$ cat config.mk
export PLATFORM = sky130hd
export DESIGN_NAME = receive
export DESIGN_NICKNAME = d
export VERILOG_FILES = /design/src/rtl/receive_pkg.sv /design/src/rtl/rx_hold.sv /design/src/rtl/receive.sv
export SDC_FILE = /design/constraint.sdc
export NUM_CORES = 1
export LEC_CHECK = 0
export ABC_AREA = 0
export CAP_MARGIN = 15
export CORE_MARGIN = 5
export CORE_UTILIZATION = 54
export DETAILED_ROUTE_END_ITERATION = 6
export PLACE_DENSITY = 0.82
export SYNTH_ARGS = -nofsm -noshare
export SYNTH_HDL_FRONTEND = slang
export SYNTH_SLANG_ARGS = --single-unit
$ cat constraint.sdc
create_clock -name clk -period 4.56 [get_ports clk]
set_clock_uncertainty 0.2 [all_clocks]
set_input_delay 0.912 -clock clk [delete_from_list [all_inputs] [get_ports clk]]
set_output_delay 0.912 -clock clk [all_outputs]
set_load 0.01 [all_outputs]
$ cat src/rtl/receive_pkg.sv
// Shared types and sizing constants for the framed serial receiver.
package receive_pkg;

  typedef enum logic {ST_GAP, ST_DATA} rx_state_e;

  localparam int RX_WIDTH_DEFAULT = 8;
  localparam int ERR_CNT_W        = 8;

endpackage

$ cat src/rtl/rx_hold.sv
// Output holding register: parks a received word until the consumer takes it,
// and drops a new word (flagging overrun) if the old one is still unconsumed.
module rx_hold #(
  parameter int WIDTH = 8
) (
  input  logic             clk,
  input  logic             rst,
  input  logic             load,
  input  logic [WIDTH-1:0] din,
  input  logic             ready,
  output logic [WIDTH-1:0] word,
  output logic             valid,
  output logic             overrun,
  output logic             drop
);

  logic take;

  // A consumed word frees the slot on the same edge, so load and consume can coincide.
  assign take = load && (!valid || ready);
  assign drop = load && valid && !ready;

  always_ff @(posedge clk) begin
    if (rst) begin
      word    <= '0;
      valid   <= 1'b0;
      overrun <= 1'b0;
    end else begin
      overrun <= drop;
      if (take) begin
        word  <= din;
        valid <= 1'b1;
      end else if (valid && ready) begin
        valid <= 1'b0;
      end
    end
  end

endmodule

$ cat src/rtl/receive.sv
// Serial-to-parallel receiver for the MSB-first framed link: one gap bit (0)
// followed by WIDTH data bits, alignment fixed by the shared reset.
module receive
  import receive_pkg::*;
#(
  parameter int WIDTH = RX_WIDTH_DEFAULT
) (
  input  logic                 clk,
  input  logic                 rst,
  input  logic                 rxd,
  output logic [WIDTH-1:0]     word,
  output logic                 valid,
  input  logic                 ready,
  output logic                 frame_err,
  output logic                 overrun,
  output logic [ERR_CNT_W-1:0] err_count
);

  localparam int CNT_W = (WIDTH > 1) ? $clog2(WIDTH) : 1;

  rx_state_e        state;
  rx_state_e        state_nxt;
  logic [CNT_W-1:0] bit_cnt;
  logic [WIDTH-1:0] shreg;
  logic             armed;
  logic             last_bit;
  logic             gap_edge;
  logic             data_edge;
  logic             frame_good;
  logic             frame_bad;
  logic             drop;

  function automatic logic [ERR_CNT_W-1:0] sat_inc(input logic [ERR_CNT_W-1:0] v);
    return (&v) ? v : v + ERR_CNT_W'(1);
  endfunction

  assign last_bit = (bit_cnt == CNT_W'(WIDTH - 1));

  always_ff @(posedge clk) begin
    if (rst) state <= ST_GAP;
    else     state <= state_nxt;
  end

  always_comb begin
    state_nxt = state;
    case (state)
      ST_GAP:  state_nxt = ST_DATA;
      ST_DATA: if (last_bit) state_nxt = ST_GAP;
      default: state_nxt = ST_GAP;
    endcase
  end

  // The first gap after reset only establishes alignment; it closes no frame.
  always_comb begin
    gap_edge   = (state == ST_GAP);
    data_edge  = (state == ST_DATA);
    frame_good = gap_edge && armed && !rxd;
    frame_bad  = gap_edge && armed && rxd;
  end

  always_ff @(posedge clk) begin
    if (rst) begin
      bit_cnt   <= '0;
      shreg     <= '0;
      armed     <= 1'b0;
      frame_err <= 1'b0;
      err_count <= '0;
    end else begin
      frame_err <= frame_bad;
      if (gap_edge) armed <= 1'b1;
      if (data_edge) begin
        shreg   <= {shreg[WIDTH-2:0], rxd};
        bit_cnt <= last_bit ? '0 : bit_cnt + CNT_W'(1);
      end
      if (frame_bad || drop) err_count <= sat_inc(err_count);
    end
  end

  rx_hold #(.WIDTH(WIDTH)) u_hold (
    .clk     (clk),
    .rst     (rst),
    .load    (frame_good),
    .din     (shreg),
    .ready   (ready),
    .word    (word),
    .valid   (valid),
    .overrun (overrun),
    .drop    (drop)
  );

endmodule

==> impl_results.md <==
* Status: finished, final reports clean
* Unrepaired setup endpoints after global routing: no
* Aggregate negative setup slack at 0 ns
* Synth async-reset ratio at 0%
* DRC Markers at 0
* Max cap viols at 0
* Max incr delay on CP at 0.53 ns
* Yosys Warn Count at 0
* Post-Route WL at 2.318 mm
* Layout cell share with drive strength beyond 1 at 7.483%
* # diodes at 0
* Reg2reg path depth at 4
* Post-Syn Nets at 131
* CP Capture Point: err_count[7]
* First-pass GRT wire length at 3.974 mm
* Period minus WS final at 2.500 ns
* Synth unique cells at 26
* Worst slew pin tran at 1.031 ns
* Critical Path Source: ready
* PD cells at 357.9 nW/um^2
* Post-cts sizing count at 0
* Die ar. at 3399 um^2
* CP max stage cell: or4_1
* CTS tree: done
* Worst-path clk slew at 0.11 ns
* CP endpoint kind: flop
* Core area at 2212 um^2
* Gr usage total at 15.48%
* Htree depth at 2
* GRT Residual Overflow at 0
* Period Utilization, post-route at 54.82%
* Fmax at 400.0 MHz
* Mapped Cells at 124
* Path type of the worst min-delay path: flop to flop
* Fin nets at 153
* Worst path cell trace: clkdlybuf4s50_1 -> nor2b_1 -> o221ai_2 -> or4_1 -> a21oi_1
* Initial antenna violation count at 0
* Hold Buf Count CTS at 0
* Input/output buffers at 22
* #FFs+latches synth at 32
* CTS Sinks at 32
* IO Pins at 23
* Wirelength per Cell at 13.25 um
* Routed Antenna Nets at 0
* Final GP Congestion at 0.7397
* Die height at 58.31 um
* CP arrival at 2.55 ns
* Starting Density at 56.96%
* Vias at 950
* Vias in the first global route at 908
* Top_reg_cell synth: dfxtp_1
* Worst EP required at 4.61 ns
* Post-CTS setup buffers at 0
* Largest net degree at the start of global routing at 31
* Dpl ws at 1.711 ns
* Detailed Place HPWL at 1.553 mm
* Reg-to-Reg End: u_hold.word[0]
* Seq/Total Area, Yosys at 50.84%
* Commonest non-fill, non-tap cells in the layout: dfxtp_1, nor2_1, clkdlybuf4s50_1
* Area post-placement at 1469 um^2
* Root buffer cell: clkbuf_4
* Worst slew margin at 31.07%
* DR iter-0 viols at 32
* Syn Area/Cell at 10.16 um^2
* Mapped Area at 1260 um^2
* Most common cell after layout, fill and taps aside: dfxtp_1
* Max-slew violations at 0
* RR Startpoint: data_edge
* Routed vias/inst at 5.429
* Row cnt at 17
* Non-filler cells in the finished layout at 175
* Post-route setup slack at 2.060 ns
* Die Span X at 58.31 um
* Maximum clock insertion buffer count at 2
* HP Start: shreg[7]
* Post-synth EDFFs at 0
* DP Cell Count at 167
* Lkg Pwr at 0.6568 nW
* CP Launch Type: primary input
* Final hold violation count at 0
* Drt pass-1 iters at 4
* Final setup viols at 0
* R2R setup slack at 2.39 ns
* Post-Layout Inst Area at 1564 um^2
* Clock latency on the worst-skew pair at 0.34 ns
* CTS buffer count at 5
* CP Class: primary input to flop
* Synthesis-to-finish area growth at 24.13%
* Worst vdd ir at 344.2 uV
* Max FO, Critical Path at 14
[flip-flops by register name (all words and copies together), names as in the netlist]
register,count
u_hold.word,8
err_count,8
bit_cnt,3
armed,1
u_hold.valid,1
data_edge,1
u_hold.overrun,1
shreg,8
frame_err,1
[cell type report]
type                            count  area [um^2]
Clock buffer                        7        65.06
Clock inverter                      1        30.03
Fill cell                         186        648.1
Inverter                            3        11.26
Multi-Input combinational cell     82        561.8
Sequential cell                    32        640.6
Tap cell                           28        35.03
Timing Repair Buffer               22        220.2
[worst min path at each step]
stage                         to  cells past startpoint  slack (ns)
finish                  shreg[7]                      2        0.31
detailed placement  err_count[7]                      2        0.28
floorplan               shreg[7]                      2        0.26
global route        err_count[6]                      2        0.33
global placement      bit_cnt[1]                      2        0.28
CTS                 err_count[7]                      2        0.30
[cell families after synthesis]
family | Yosys count | share of synthesized area [%]
simple gates | 43 | 17.58
mux | 19 | 15.09
xor+xnor | 2 | 1.391
compound gates | 15 | 7.546
fa+ha+maj | 3 | 2.979
buf+inv | 10 | 4.568
flops | 32 | 50.84
[cell usage after synthesis, drive strengths merged, types with 4 or more instances]
library cell | number | area share (%)
or3 | 4 | 2.0
nand3 | 4 | 1.6
dfxtp | 32 | 51
buf | 4 | 2.8
nor2 | 24 | 7.2
a21oi | 7 | 2.8
mux2i | 19 | 15
[critical path, delay by kind of cell]
kind                   cells  cell delay (ns)
and+or+nand+nor            2             0.78
AOI/OAI and AO/OA          2             0.45
buffers and inverters      1             0.40
[power by group]
part | total (mW) | internal [mW] | switching [mW]
combinational | 0.0273 | 0.0144 | 0.0129
sequential | 0.292 | 0.285 | 0.00678
clock | 0.241 | 0.146 | 0.0953
[through the flow]
stage,power (mW),hold slack (ns),utilization (%)
2_1_floorplan,0.3183,0.2596,-
3_3_place_gp,0.3244,0.2783,66.40
3_5_place_dp,0.3258,0.2844,66.40
4_1_cts,0.5684,0.3013,70.70
5_1_grt,0.5861,0.3345,70.70
6_report,0.5598,0.3057,70.70
[layer usage]
| layer | wire (um) | GRT usage, % | vias to the layer above | share of wire (%) |
|---|---|---|---|---|
| met2 | 1077 | 25.04 | 25 | 46 |
| met4 | 63 | 7.947 | 0 | 2.7 |
| li1 | - | - | 471 | - |
| met3 | 154 | 7.237 | 8 | 6.6 |
| met5 | 0 | 0 | - | 0 |
| met1 | 1022 | 16.87 | 446 | 44 |
No activity file was read; power rests on OpenSTA's default activity.
